`src/rtl/pipe_hazard_ctrl.sv`:
```
// Central hazard controller for the 5-stage integer pipeline: EX operand forwarding,
// load-use stalls, taken-branch flushes, memory-wait freeze, perf counters, timeout flag.
module pipe_hazard_ctrl #(
  parameter int unsigned MEM_TIMEOUT = 64,
  parameter int unsigned CNT_W       = 16
) (
  input  logic             clk,
  input  logic             rst,
  input  logic             id_valid,
  input  logic [4:0]       id_rs1_addr,
  input  logic [4:0]       id_rs2_addr,
  input  logic             id_rs1_used,
  input  logic             id_rs2_used,
  input  logic [4:0]       id_rd_addr,
  input  logic             id_wb_en,
  input  logic             id_is_load,
  input  logic             id_is_store,
  input  logic             br_taken_ex,
  input  logic             mem_ready,
  output logic [1:0]       mux1_sel,
  output logic [1:0]       mux2_sel,
  output logic             pc_stall,
  output logic             ifid_stall,
  output logic             ifid_flush,
  output logic             idex_flush,
  output logic             freeze,
  output logic             mem_err,
  output logic [CNT_W-1:0] stall_cnt,
  output logic [CNT_W-1:0] flush_cnt
);

  localparam int unsigned WaitW = $clog2(MEM_TIMEOUT + 1);
  localparam logic [WaitW-1:0] WaitMax = WaitW'(MEM_TIMEOUT);

  typedef struct packed {
    logic       valid;
    logic [4:0] rs1;
    logic [4:0] rs2;
    logic       rs1_used;
    logic       rs2_used;
    logic [4:0] rd;
    logic       wb_en;
    logic       is_load;
    logic       is_store;
  } slot_t;

  typedef enum logic {StRun, StWait} state_e;

  slot_t ex_q, mem_q, wb_q, ex_d;
  state_e state_q, state_d;
  logic [WaitW-1:0] wait_cnt_q, wait_cnt_d;
  logic mem_err_q, mem_err_d;
  logic [CNT_W-1:0] stall_cnt_q, stall_cnt_d, flush_cnt_q, flush_cnt_d;

  logic mem_op, mem_fwd_ok, wb_fwd_ok, load_use, stall_ev, flush_ev;

  // MEM stage beats WB; x0 is never a forwarding source.
  function automatic logic [1:0] fwd_sel(input logic [4:0] rs, input logic used,
                                         input logic [4:0] mem_rd, input logic mem_ok,
                                         input logic [4:0] wb_rd, input logic wb_ok);
    if (used && mem_ok && (mem_rd == rs)) return 2'b01;
    if (used && wb_ok && (wb_rd == rs))   return 2'b10;
    return 2'b00;
  endfunction

  assign mem_fwd_ok = mem_q.valid & mem_q.wb_en & (mem_q.rd != 5'd0);
  assign wb_fwd_ok  = wb_q.valid & wb_q.wb_en & (wb_q.rd != 5'd0);

  assign mux1_sel = fwd_sel(ex_q.rs1, ex_q.rs1_used, mem_q.rd, mem_fwd_ok, wb_q.rd, wb_fwd_ok);
  assign mux2_sel = fwd_sel(ex_q.rs2, ex_q.rs2_used, mem_q.rd, mem_fwd_ok, wb_q.rd, wb_fwd_ok);

  assign mem_op = mem_q.valid & (mem_q.is_load | mem_q.is_store);
  assign freeze = mem_op & ~mem_ready;

  assign load_use = ex_q.valid & ex_q.is_load & ex_q.wb_en & (ex_q.rd != 5'd0) & id_valid &
                    ((id_rs1_used & (id_rs1_addr == ex_q.rd)) |
                     (id_rs2_used & (id_rs2_addr == ex_q.rd)));

  // Freeze dominates, then branch flush, then load-use stall.
  assign flush_ev = ~freeze & br_taken_ex;
  assign stall_ev = ~freeze & ~br_taken_ex & load_use;

  always_comb begin
    pc_stall   = 1'b0;
    ifid_stall = 1'b0;
    ifid_flush = 1'b0;
    idex_flush = 1'b0;
    if (freeze) begin
      pc_stall   = 1'b1;
      ifid_stall = 1'b1;
    end else if (br_taken_ex) begin
      ifid_flush = 1'b1;
      idex_flush = 1'b1;
    end else if (load_use) begin
      pc_stall   = 1'b1;
      ifid_stall = 1'b1;
      idex_flush = 1'b1;
    end
  end

  always_comb begin
    ex_d = '0;
    if (id_valid && !idex_flush) begin
      ex_d = '{valid:    1'b1,
               rs1:      id_rs1_addr,
               rs2:      id_rs2_addr,
               rs1_used: id_rs1_used,
               rs2_used: id_rs2_used,
               rd:       id_rd_addr,
               wb_en:    id_wb_en,
               is_load:  id_is_load,
               is_store: id_is_store};
    end
  end

  always_comb begin
    state_d    = state_q;
    wait_cnt_d = wait_cnt_q;
    unique case (state_q)
      StRun: begin
        if (freeze) begin
          state_d    = StWait;
          wait_cnt_d = WaitW'(1);
        end
      end
      StWait: begin
        if (freeze) begin
          if (wait_cnt_q < WaitMax) wait_cnt_d = wait_cnt_q + WaitW'(1);
        end else begin
          state_d    = StRun;
          wait_cnt_d = '0;
        end
      end
      default: begin
        state_d    = StRun;
        wait_cnt_d = '0;
      end
    endcase
    mem_err_d = mem_err_q | (wait_cnt_d == WaitMax);
  end

  always_comb begin
    stall_cnt_d = stall_cnt_q;
    flush_cnt_d = flush_cnt_q;
    if (stall_ev && !(&stall_cnt_q)) stall_cnt_d = stall_cnt_q + CNT_W'(1);
    if (flush_ev && !(&flush_cnt_q)) flush_cnt_d = flush_cnt_q + CNT_W'(1);
  end

  always_ff @(posedge clk or negedge rst) begin
    if (!rst) begin
      ex_q        <= '0;
      mem_q       <= '0;
      wb_q        <= '0;
      state_q     <= StRun;
      wait_cnt_q  <= '0;
      mem_err_q   <= 1'b0;
      stall_cnt_q <= '0;
      flush_cnt_q <= '0;
    end else begin
      if (!freeze) begin
        wb_q  <= mem_q;
        mem_q <= ex_q;
        ex_q  <= ex_d;
      end
      state_q     <= state_d;
      wait_cnt_q  <= wait_cnt_d;
      mem_err_q   <= mem_err_d;
      stall_cnt_q <= stall_cnt_d;
      flush_cnt_q <= flush_cnt_d;
    end
  end

  assign mem_err   = mem_err_q;
  assign stall_cnt = stall_cnt_q;
  assign flush_cnt = flush_cnt_q;

  // Slot fields kept for completeness but not consumed by any hazard check.
  logic unused_slot_bits;
  assign unused_slot_bits = ^{ex_q.is_store,
                              mem_q.rs1, mem_q.rs2, mem_q.rs1_used, mem_q.rs2_used,
                              wb_q.rs1, wb_q.rs2, wb_q.rs1_used, wb_q.rs2_used,
                              wb_q.is_load, wb_q.is_store};

endmodule

```
`config.mk`:
```
export PLATFORM = sky130hd
export DESIGN_NAME = pipe_hazard_ctrl
export DESIGN_NICKNAME = d
export VERILOG_FILES = /design/src/rtl/pipe_hazard_ctrl.sv
export SDC_FILE = /design/constraint.sdc
export NUM_CORES = 1
export LEC_CHECK = 0
export CORE_ASPECT_RATIO = 0.75
export CORE_UTILIZATION = 40
export CTS_CLUSTER_DIAMETER = 60
export CTS_CLUSTER_SIZE = 8
export DETAILED_ROUTE_END_ITERATION = 12
export PLACE_DENSITY = 0.66
export SYNTH_ARGS = -nofsm -noshare
export SYNTH_HDL_FRONTEND = slang
export SYNTH_SLANG_ARGS = --single-unit
```
`constraint.sdc`:
```
create_clock -name clk -period 2.4 [get_ports clk]
set_clock_uncertainty 0.2 [all_clocks]
set_input_delay 0.48 -clock clk [delete_from_list [all_inputs] [get_ports clk]]
set_output_delay 0.48 -clock clk [all_outputs]
set_load 0.01 [all_outputs]
```
==> summary.txt <==
Status
  • Outcome: complete, but fails checks
  • Failing checks: setup timing

Routing
  • Vias per cell: 5.01
  • Post-Route WL: 9020 um
  • Iter 0 DRT Violations: 150
  • ANT nets after route: 0
  • DRC Markers: 0
  • WL/cell: 15.0 um
  • First-pass DRT Iterations: 4
  • Via count: 3024

Setup path
  • R2R Setup Slk: 0.26 ns
  • Critical path type: flip-flop to output port
  • CP Launch Type: flip-flop
  • Slowest stage delay, CP: 0.52 ns
  • Data arrival, critical path: 1.94 ns
  • Crit end category: output port
  • CP Data Required Time: 1.72 ns
  • RR Endpoint: stall_cnt[14]
  • Worst Path Max Fanout: 2
  • Cells along the critical path: or4_1 -> o211ai_1 -> buf_4 -> buf_6 -> nor3_4 -> nor3_2 -> buf_2
  • Reg2reg path depth: 7
  • Top delay family on crit path: simple AND/OR/NAND/NOR gates
  • R2r startpoint: ex_q[6]
  • Worst Path Buf+Inv: 3
  • CP max-delay cell: or4_1

Logic synthesis
  • Per-instance average area after synthesis: 10.5 um^2
  • Synth Instances: 365
  • Post-synth ARST share: 100%
  • Seq/Total Area, Yosys: 51.1%
  • Mapped Nets: 393
  • Syn Std Cell Area: 0.00382 mm^2
  • Cell variety after synth: 51
  • Flop and latch count out of synthesis: 78
  • Post-synth EDFFs: 0
  • Dominant synthesized flop cell: dfrtp_1
  • Total number of yosys warnings: 0

Worst hold path
  • Worst Hold Depth: 2
  • Worst Hold Class: flip-flop to flip-flop
  • Hold Crit Start: mem_err
  • Worst Hold End: mem_err

STA
  • Final Worst Setup Slack: -0.223 ns
  • Final critical-path required period: 2.62 ns
  • Slew HR: 71.3%
  • Fmax: 0.381 GHz
  • Hold Fails Final Rpt: 0
  • Final setup violation count: 7
  • RSZ-0062 raised after global routing: yes
  • Max-slew violations: 0
  • Worst slew pin tran: 0.427 ns
  • Final worst path period share: 109%

Floorplanning
  • Starting Density: 41.7%
  • Die X: 115 um
  • Ports: 67
  • Cell Rows: 30
  • Die Height: 86.6 um
  • Core footprint: 0.00916 mm^2
  • Die area: 0.00995 mm^2

Clocking
  • H-Tree Depth: 3
  • Clk sinks: 78
  • CTS max path bufs: 2
  • Clock latency on the worst-skew pair: 0.33 ns
  • CTS buffer count: 9
  • CTS root buffer: clkbuf_16
  • CTS tree: built
  • Worst-path clk slew: 0.06 ns

Place
  • DP HPWL: 6530 um
  • PortBufs: 66
  • Dpl cells: 584
  • GPL Wtd Cong: 0.808
  • Pre-CTS WS: -0.767 ns

Power
  • Total power: 3.52 mW
  • Leakage: 2.47 nW
  • Worst vdd ir: 0.000474 V
  • Pwr Density: 670 mW/mm^2

Global route
  • Number of global-route vias before repair: 2962
  • Total GRT Usage: 19.6%
  • First-pass GRT wire length: 15000 um
  • Grt ovf: 0
  • Largest net degree at the start of global routing: 51
  • Initial antenna violation count: 0

Cells and area
  • # nets final: 498
  • Fin cells: 603
  • Antenna diodes: 0
  • Fill cells: 833
  • Fraction of layout cells with a size suffix above 1: 18.9%
  • Area Overhead vs Synth: 37.5%

Job
  • Max-cap violations: 0
cell usage in the layout, fill, tap and decap left out, types with 3 or more instances in the layout:
master	netlist	final
buf_6	2	4
nor3_2	1	3
buf_4	2	36
buf_2	4	4
buf_12	0	3
and3_1	5	5
dlygate4sd2_1	0	11
nand2_1	66	64
nor3_1	13	10
nand4_1	10	10
a22o_1	19	19
clkbuf_16	0	9
xor2_1	25	25
nand3_1	18	18
dfrtp_1	78	77
clkdlybuf4s50_1	0	46
inv_1	7	7
nor4_1	4	4
o21ai_0	7	5
ha_1	3	3
a21oi_1	7	5
xnor2_1	36	36
nor2_1	16	16
per-layer routing:
metal  track usage, %  vias to the layer above  wire length [um]
met1             28.2                     1475              4570
met3             6.01                        5               472
met2             28.9                       65              3950
met5                0                        -                 0
li1                 -                     1479                 -
met4             3.90                        0                29
per-stage QoR:
step | utilization [%] | area, um^2 | hold WS [ns] | setup TNS, ns
floorplan | - | 3820 | -0.0156 | 0
global placement | 53.3 | 4880 | 0.233 | -8.17
detailed placement | 53.3 | 4880 | 0.241 | -9.48
CTS | 57.1 | 5230 | 0.269 | -0.889
global route | 57.4 | 5250 | 0.294 | -1.51
finish | 57.4 | 5250 | 0.263 | -0.906
cells in the mapped netlist (all sizes together) (6+ instances only):
library cell,instances,area (um^2)
a21oi,7,35.0
o21ai,7,35.0
xnor2,37,332
nand2,66,248
xor2,25,219
nor2,16,60.1
nand3,20,110
nor3,15,91.3
dfrtp,78,1950
nand4,11,75.1
buf,11,68.8
inv,8,30.0
and3,6,42.5
a22o,20,176
power by group:
part	internal (mW)	leakage [nW]	total [mW]	switching, mW
clock	0.936	0.157	1.45	0.510
combinational	0.294	1.27	0.539	0.245
sequential	1.41	1.04	1.53	0.121
final cells by class:
| class | instances | area, um^2 | share of cell area [%] |
|---|---|---|---|
| multi-input combinational | 267 | 1820 | 34.7 |
| clock inverter | 4 | 70.1 | 1.33 |
| sequential | 78 | 1950 | 37.2 |
| tap | 128 | 160 | 3.05 |
| inverter | 8 | 30.0 | 0.572 |
| timing repair buffer | 106 | 973 | 18.5 |
| clock buffer | 12 | 246 | 4.69 |
flip-flops by register name (all words and copies together) (netlist names):
| name | cells |
|---|---|
| wb_q | 7 |
| mem_q | 9 |
| flush_cnt | 16 |
| state_q | 1 |
| stall_cnt | 16 |
| wait_cnt_q | 7 |
| ex_q | 21 |
| mem_err | 1 |
worst reg2reg max path, stage by stage, from the launching register on:
cell and delay (ns):
dfrtp_1 0.42, xnor2_1 0.19, nand4_1 0.16, o22ai_4 0.25, buf_4 0.15, nand3_2 0.08
or4_4 0.44, xnor2_2 0.14
worst max-delay path by stage:
stage / endpoint / depth (start not counted) / from / slack [ns]
2_1_floorplan: pc_stall / 6 / mem_ready / 0.13
3_3_place_gp: ifid_stall / 7 / id_rs2_addr[1] / -0.72
3_5_place_dp: ifid_stall / 7 / id_rs2_addr[2] / -0.77
4_1_cts: mux2_sel[1] / 7 / mem_q[6] / -0.23
5_1_grt: mux2_sel[1] / 7 / mem_q[6] / -0.31
6_report: mux2_sel[1] / 7 / mem_q[6] / -0.22
kinds of logic (layout without fill, tap and decap cells):
family | after synthesis | after routing | share of synthesized area (%)
compound gates | 49 | 49 | 10.3
xor+xnor | 62 | 62 | 14.4
simple gates | 149 | 149 | 19.3
flops | 78 | 78 | 51.1
fa+ha+maj | 3 | 3 | 0.983
buf+inv | 20 | 130 | 2.69
mux | 4 | 4 | 1.15
repair_timing:
item                       in CTS  in global routing
hold endpoints to repair       28                  0
gates resized for setup        56                  6
setup endpoints to repair       9                 10
buffers inserted                2                  0
pin swaps                      16                  6
hold buffers                    1                  0
Power figures use the tool's default switching activity.
